--- src/rtl/max7219_pkg.sv ---
// Purpose: shared constants for the MAX7219 serial frame receiver (register map, frame layout).
// Latency: n/a (constants and a pure helper function only).
// Backpressure: n/a.
package max7219_pkg;

  // Frame layout: bits[15:12] don't-care, bits[11:8] register address, bits[7:0] data.
  localparam int FRAME_BITS = 16;
  localparam int ADDR_LSB   = 8;
  localparam int ADDR_W     = 4;
  localparam int DATA_LSB   = 0;
  localparam int DATA_W     = 8;

  // MAX7219 register map.
  localparam logic [3:0] ADDR_NOOP         = 4'h0;
  localparam logic [3:0] ADDR_DIGIT0       = 4'h1;
  localparam logic [3:0] ADDR_DIGIT1       = 4'h2;
  localparam logic [3:0] ADDR_DIGIT2       = 4'h3;
  localparam logic [3:0] ADDR_DIGIT3       = 4'h4;
  localparam logic [3:0] ADDR_DIGIT4       = 4'h5;
  localparam logic [3:0] ADDR_DIGIT5       = 4'h6;
  localparam logic [3:0] ADDR_DIGIT6       = 4'h7;
  localparam logic [3:0] ADDR_DIGIT7       = 4'h8;
  localparam logic [3:0] ADDR_DECODE       = 4'h9;
  localparam logic [3:0] ADDR_INTENSITY    = 4'hA;
  localparam logic [3:0] ADDR_SCAN_LIMIT   = 4'hB;
  localparam logic [3:0] ADDR_SHUTDOWN     = 4'hC;
  localparam logic [3:0] ADDR_DISPLAY_TEST = 4'hF;

  // The no-op address and the two unmapped addresses (0xD, 0xE) have no backing register.
  function automatic logic shadow_writable(input logic [3:0] addr);
    return !((addr == ADDR_NOOP) || (addr == 4'hD) || (addr == 4'hE));
  endfunction

endpackage

--- src/rtl/sync_edge_detect.sv ---
// Purpose: synchronise one async line into clk and produce a one-cycle rising-edge pulse.
// Latency: rise pulse and lvl change SYNC_STAGES+1 clk edges after the pin changes.
// Backpressure: none; the line is sampled every cycle.
// Ports: clk, rst (sync, active-high), din (async pin), lvl (synced level aligned with rise),
//        rise (one-cycle pulse on a 0->1 transition of the synced line).
module sync_edge_detect #(
  parameter int SYNC_STAGES = 2,   // minimum 2
  parameter bit RESET_VAL   = 1'b0 // idle level of the line
) (
  input  logic clk,
  input  logic rst,
  input  logic din,
  output logic lvl,
  output logic rise
);

  logic [SYNC_STAGES-1:0] sync_q;
  logic                   hist_q;
  logic                   rise_q;

  // Synchroniser and history both reset to the idle level, so a line sitting at its
  // idle level when reset releases never produces a spurious edge.
  always_ff @(posedge clk) begin
    if (rst) begin
      sync_q <= {SYNC_STAGES{RESET_VAL}};
      hist_q <= RESET_VAL;
      rise_q <= 1'b0;
    end else begin
      sync_q <= {sync_q[SYNC_STAGES-2:0], din};
      hist_q <= sync_q[SYNC_STAGES-1];
      rise_q <= sync_q[SYNC_STAGES-1] & ~hist_q;
    end
  end

  // hist_q and rise_q update on the same edge, so lvl is already 1 in the rise cycle.
  assign lvl  = hist_q;
  assign rise = rise_q;

endmodule

--- src/rtl/max7219_frame_receiver.sv ---
// Purpose: MAX7219-style receiver; shifts DIN on CLK rise while LOAD low, latches last 16 bits on LOAD rise.
// Latency: frame_valid/frame_err pulse SYNC_STAGES+2 clk cycles after the spi_load pin rises.
// Backpressure: none; frames arrive at line rate and results are one-cycle pulses.
// Ports: clk, rst (sync, active-high); spi_clk/spi_din/spi_load (async serial link);
//        spi_dout (daisy-chain out); frame_valid/frame_err pulses; frame_addr/frame_data (last good frame);
//        rd_addr/rd_data (shadow register read port).
// Build option: define MAX7219_SHADOW_EN to add the 16x8 shadow register file behind rd_addr/rd_data;
//        without it rd_data is tied to 0.
module max7219_frame_receiver
  import max7219_pkg::*;
#(
  parameter int SYNC_STAGES = 2,
  parameter int FRAME_BITS  = max7219_pkg::FRAME_BITS
) (
  input  logic       clk,
  input  logic       rst,
  input  logic       spi_clk,
  input  logic       spi_din,
  input  logic       spi_load,
  output logic       spi_dout,
  output logic       frame_valid,
  output logic       frame_err,
  output logic [3:0] frame_addr,
  output logic [7:0] frame_data,
  input  logic [3:0] rd_addr,
  output logic [7:0] rd_data
);

  logic                   unused_clk_lvl;
  logic                   clk_rise;
  logic                   load_lvl;
  logic                   load_rise;
  logic [SYNC_STAGES-1:0] din_q;
  logic                   din_sync;

  logic [FRAME_BITS-1:0]  shift_q;
  logic [4:0]             bit_cnt_q;
  logic                   capture_ok;
  logic [3:0]             cap_addr;
  logic [7:0]             cap_data;

  sync_edge_detect #(
    .SYNC_STAGES (SYNC_STAGES),
    .RESET_VAL   (1'b0)
  ) u_clk_sync (
    .clk  (clk),
    .rst  (rst),
    .din  (spi_clk),
    .lvl  (unused_clk_lvl),
    .rise (clk_rise)
  );

  sync_edge_detect #(
    .SYNC_STAGES (SYNC_STAGES),
    .RESET_VAL   (1'b1)
  ) u_load_sync (
    .clk  (clk),
    .rst  (rst),
    .din  (spi_load),
    .lvl  (load_lvl),
    .rise (load_rise)
  );

  // Data needs no edge detect; it is stable for the whole clk-high phase of the link.
  always_ff @(posedge clk) begin
    if (rst) begin
      din_q <= '0;
    end else begin
      din_q <= {din_q[SYNC_STAGES-2:0], spi_din};
    end
  end
  assign din_sync = din_q[SYNC_STAGES-1];

  // Capture always looks at the shift register as it stood before this cycle, so a clk
  // edge landing together with the load edge never contributes to the latched frame.
  assign capture_ok = load_rise && (bit_cnt_q >= 5'(FRAME_BITS));
  assign cap_addr   = shift_q[ADDR_LSB +: ADDR_W];
  assign cap_data   = shift_q[DATA_LSB +: DATA_W];

  always_ff @(posedge clk) begin
    if (rst) begin
      shift_q     <= '0;
      bit_cnt_q   <= '0;
      frame_valid <= 1'b0;
      frame_err   <= 1'b0;
      frame_addr  <= '0;
      frame_data  <= '0;
    end else begin
      frame_valid <= 1'b0;
      frame_err   <= 1'b0;
      if (load_rise) begin
        bit_cnt_q <= '0;
        if (capture_ok) begin
          frame_valid <= 1'b1;
          frame_addr  <= cap_addr;
          frame_data  <= cap_data;
        end else begin
          frame_err   <= 1'b1;
        end
      end else if (load_lvl) begin
        // Outside the frame window clock edges are ignored and the count stays clear.
        bit_cnt_q <= '0;
      end else if (clk_rise) begin
        shift_q <= {shift_q[FRAME_BITS-2:0], din_sync};
        if (bit_cnt_q != 5'd31) begin
          bit_cnt_q <= bit_cnt_q + 5'd1;
        end
      end
    end
  end

  assign spi_dout = shift_q[FRAME_BITS-1];

`ifdef MAX7219_SHADOW_EN
  logic [7:0] shadow_q [16];

  // Written on the same edge that raises frame_valid, so the new value is readable
  // in the frame_valid cycle itself.
  always_ff @(posedge clk) begin
    if (rst) begin
      for (int i = 0; i < 16; i++) begin
        shadow_q[i] <= '0;
      end
    end else if (capture_ok && shadow_writable(cap_addr)) begin
      shadow_q[cap_addr] <= cap_data;
    end
  end

  assign rd_data = shadow_q[rd_addr];
`else
  logic unused_rd_addr;
  assign unused_rd_addr = ^rd_addr;
  assign rd_data        = '0;
`endif

endmodule

--- config.mk ---
export PLATFORM = sky130hd
export DESIGN_NAME = max7219_frame_receiver
export DESIGN_NICKNAME = d
export VERILOG_FILES = /design/src/rtl/max7219_pkg.sv /design/src/rtl/sync_edge_detect.sv /design/src/rtl/max7219_frame_receiver.sv
export SDC_FILE = /design/constraint.sdc
export NUM_CORES = 1
export LEC_CHECK = 0
export BUFFER_PORTS_ARGS = -buffer_cell sky130_fd_sc_hd__buf_2
export CAP_MARGIN = 10
export CORE_MARGIN = 10
export CORE_UTILIZATION = 53
export DETAILED_ROUTE_END_ITERATION = 7
export GPL_ROUTABILITY_DRIVEN = 0
export GPL_TIMING_DRIVEN = 0
export PLACE_DENSITY = 0.77
export SYNTH_ARGS = -nofsm -noshare
export SYNTH_HDL_FRONTEND = slang
export SYNTH_SLANG_ARGS = --single-unit
--- constraint.sdc ---
create_clock -name clk -period 2.15 [get_ports clk]
set_input_delay 0.5375 -clock clk [delete_from_list [all_inputs] [get_ports clk]]
set_output_delay 0.5375 -clock clk [all_outputs]
set_load 0.01 [all_outputs]
-- Yosys cells after proc, flatten, opt, wreduce, memory -nomap -nowiden
Cells that the tools add are included.
- flip-flop bits (word level): 45
- logic and storage cells: 29
- bits of input ports: 9
- output and inout bits: 23
- bitwise gates (word level): 5
- reductions and logical operators: 6
- $lt $le $gt $ge: 1
- equality and inequality tests: 1
- multiplexer cells: 2
- $add $sub $neg: 1
- operators by type and width (kind ; number):
    $add 5x1->5 const B ; 1
    $ge 5x5->1 const B ; 1
    $ne 5x5->1 const B ; 1
    $reduce_and 2->1 ; 2
    $not 1->1 ; 3
    $reduce_and 3->1 ; 1
    $reduce_or 3->1 ; 1
    $and 1x1->1 ; 2
    $mux 1 ; 2
    $reduce_or 2->1 ; 1
    $logic_and 1x1->1 ; 1

-- Depth between registers and ports, before layout
- word-level depth: 3
- gate-level depth with buffers: 6
- mapped depth without buffers: 6

-- By module
From an unflattened synthesis, not the netlist that was laid out.
- cell total of the unflattened synthesis: 183
- area total of the unflattened synthesis: 1617.8 sq um
- by module, submodules not included (module ; cells each ; area an instance (sq um) ; instances ; sequential area each (sq um)):
    max7219_frame_receiver ; 167 ; 1400.1 ; 1 ; 740.7
    sync_edge_detect (u_clk_sync) ; 8 ; 111.4 ; 1 ; 80.1
    sync_edge_detect (u_load_sync) ; 8 ; 106.4 ; 1 ; 80.1

-- Least setup slack after synthesis
No wires, ideal clock.
- path type: flip-flop to flip-flop
- start: register bit_cnt_q[0]
- end: register bit_cnt_q[3]
- clock period less this slack: 1.563 ns
- setup slack: 0.587 ns
- arrival time: 1.493 ns
- stages on the path, launching flop included: 7
- library setup time: 0.070 ns
- data required time: 2.080 ns
- buffers on the path: 0
- cell sequence: dfxtp_1 -> ha_1 -> and3_1 -> ha_1 -> nand2b_1 -> or3_1 -> a21oi_1
- cells in the longest elaborated chain, start to end: 2
- elaborated cells between the ends (all ways): 3
- those cells by class: add/sub (1); eq/ne (1); reduce/logical (1)
- RTL lines (what ; line ; source):
    start: declaration ; max7219_frame_receiver.sv:37 ; logic [4:0] bit_cnt_q;
    start signal: assignment ; max7219_frame_receiver.sv:106 ; bit_cnt_q <= bit_cnt_q + 5'd1;
    branches (longest 2 deep; another with $add 5x1->5) ; n/a ;
Several ways; the timed one is not identified.
A chain may end at the register's enable or synchronous reset.

-- Worst setup path in the final report
Same ends and word-level chain as after synthesis.

==> flow_metrics.env <==
export IMPL_run_status="finished, final reports clean"
export IMPL_grt_usage_pct=11.4
export IMPL_crit_arrival_ns=1.99
export IMPL_criticalPathCategory="flip-flop to flip-flop"
export IMPL_root_buffer="clkbuf_4"
export IMPL_die_w_um=75.2
export IMPL_io_buffers=19
export IMPL_clockBufferDepth=2
export IMPL_fmax_mhz=587
export IMPL_antenna_found_initial=0
export IMPL_irDropWorstVdd_mv=0.511
export IMPL_drive_gt1_share_pct=20.8
export IMPL_synthCells=184
export IMPL_ys_types=26
export IMPL_yosysWarningCount=0
export IMPL_ys_seq_area_share_pct=55.8
export IMPL_hp_class="primary input to flip-flop"
export IMPL_layout_common_cells="nand2_1 (59), dfxtp_1 (45), a21oi_1 (31)"
export IMPL_area_growth_pct=12.5
export IMPL_netlist_area_leader_share_pct=55.8
export IMPL_hp_start="spi_load"
export IMPL_antenna_left=0
export IMPL_finalHoldViolCount=0
export IMPL_nets=228
export IMPL_nFillCells=267
export IMPL_syn_area_sq_mm=0.00162
export IMPL_clkSlewWorstSetupHoldPaths_ns=0.11
export IMPL_synth_top_area_cell="dfxtp_1"
export IMPL_synth_area_leaders="dfxtp_1 (56%), nand2_1 (14%), a21oi_1 (9.6%)"
export IMPL_slowest_stage="or3_1"
export IMPL_r2r_start="bit_cnt_q[0]"
export IMPL_clk_latency_ns=0.35
export IMPL_fin_crit_ns=1.70
export IMPL_rows=19
export IMPL_setup_viol_count_final=0
export IMPL_dp_hpwl_um=2270
export IMPL_cp_slowest_stage_delay_ns=0.36
export IMPL_num_vias=1218
export IMPL_cts_buffers=5
export IMPL_grt_pass1_vias=1176
export IMPL_cp_max_fo=4
export IMPL_finalWirelength_um=3040
export IMPL_layout_commonest_cell="nand2_1"
export IMPL_syn_avg_cell_area_sq_um=8.78
export IMPL_start_kind="flip-flop"
export IMPL_p_leak_nw=0.715
export IMPL_post_route_period_util_pct=79.3
export IMPL_seq_area_sq_um=901
export IMPL_rsz0062_at_grt="no"
export IMPL_cp_num_buf_inv=0
export IMPL_drt_pass1_iterations=4
export IMPL_path_cells="ha_1 > and3_1 > ha_1 > nand2b_1 > or3_1 > a21oi_1"
export IMPL_critPathRequiredTime_ns=2.44
export IMPL_post_cts_buffers=0
export IMPL_hold_buffers=0
export IMPL_cts_tree="built"
export IMPL_cp_end_kind="flip-flop"
export IMPL_slew_violations=0
export IMPL_core_sq_mm=0.00283
export IMPL_fp_dieH_um=75.2
export IMPL_grt_max_degree=13
export IMPL_clkSinkCount=45
export IMPL_num_io_pins=32
export IMPL_start_util_pct=57.1
export IMPL_startpoint="bit_cnt_q[0]"
export IMPL_vias_per_cell=4.93
export IMPL_grt_pass1_wl_um=5030
export IMPL_post_cts_resized=0
export IMPL_dieArea_sq_mm=0.00566
export IMPL_cap_viol_max_count=0
export IMPL_crit_family="simple AND/OR/NAND/NOR gates"
export IMPL_ys_ff_latch=45
export IMPL_overflow=0
export IMPL_place_ws_ns=0.458
export IMPL_multi_input_area_sq_um=629
export IMPL_final_setup_tns_ns=0
export IMPL_antenna_cells=0
export IMPL_wl_per_cell_um=12.3
export IMPL_fin_ws_ns=0.446
export IMPL_power_density_mw_per_mm2=687
export IMPL_crit_top_cell="ha_1"
export IMPL_finalClockSkew_ns=0.00608
export IMPL_drc=0
export IMPL_drt_iter0_drc=46
export IMPL_cts_max_level=2
==> state kept, by name (all words and copies together), names as in the netlist <==
name,count
u_clk_sync.sync_q,2
u_clk_sync.lvl,1
frame_valid,1
u_clk_sync.rise,1
din_q,2
u_load_sync.lvl,1
frame_addr,4
frame_err,1
u_load_sync.sync_q,2
frame_data,8
shift_q,16
bit_cnt_q,5
u_load_sync.rise,1
==> worst reg2reg max path, delay by kind of cell (launching register included) <==
family / cells / cell delay (ns)
AND/OR/NAND/NOR: 3 / 0.74
adder cells (fa/ha/maj): 2 / 0.42
flip-flops: 1 / 0.35
AO/OA/AOI/OAI: 1 / 0.14
==> kinds of logic (layout without fill, tap and decap cells) <==
group / Yosys count / in the layout / share of synthesized area [%]
compound gates: 32 / 32 / 9.91
xor+xnor: 2 / 2 / 1.08
fa+ha+maj: 2 / 2 / 1.55
buf+inv: 17 / 42 / 6.89
flops: 45 / 45 / 55.8
other cells: 1 / 8 / 0.232
simple gates: 85 / 85 / 24.6
==> power by group <==
part	leakage [nW]	switching, W	internal (W)
clock network	0.0269	0.000247	0.000114
logic	0.324	0.0000246	0.0000194
registers	0.364	0.00000315	0.000841
==> synthesized netlist by cell type <==
cell type	instances
nor3b_1	2
or3b_1	1
buf_2	2
nor2b_1	7
o21ai_0	1
buf_4	8
nand3b_1	1
clkbuf_1	5
nor2_1	3
nand2b_1	1
a21oi_1	31
conb_1	1
or3_2	1
or3_1	1
and3_1	1
xor2_1	1
or2_2	3
and2_2	1
nand2_2	2
nand3_1	1
buf_6	2
nand2_1	59
xnor2_1	1
nor3b_4	1
dfxtp_1	45
ha_1	2
==> metrics by stage <==
step	util [%]	area, sq um	cells	total power (W)	hold slack [ns]
after CTS	64.3	1820	247	0.00125	0.363
after global routing	64.3	1820	247	0.00130	0.352
after detailed placement	62.8	1780	241	0.000906	0.390
after global placement	62.8	1780	241	0.000904	0.372
after floorplan	-	1640	191	0.000896	0.367
final	64.3	1820	247	0.00125	0.367
==> metal layers <==
metal  global-route usage [%]  wire, um  up-vias
met2                     19.0      1460       25
met1                     12.6      1320      549
met3                     5.26       224        6
met5                        0         0        -
li1                         -         -      638
met4                     4.12        33        0
==> worst paths after layout <==
check                           to  slack, ns  cells past startpoint
min          u_load_sync.sync_q[0]       0.37                      2
max                   bit_cnt_q[3]       0.45                      6
max reg2reg           bit_cnt_q[3]       0.45                      6
min reg2reg        u_clk_sync.rise       0.40                      1
==> area by class of cell <==
type	instances	share of cell area, %
Tap cell	31	2.13
Clock buffer	5	2.06
Multi-Input combinational cell	129	34.6
Timing Repair Buffer	19	5.23
Clock inverter	1	0.275
Buffer	17	6.13
Sequential cell	45	49.6
(Power assumes the default switching activity.)
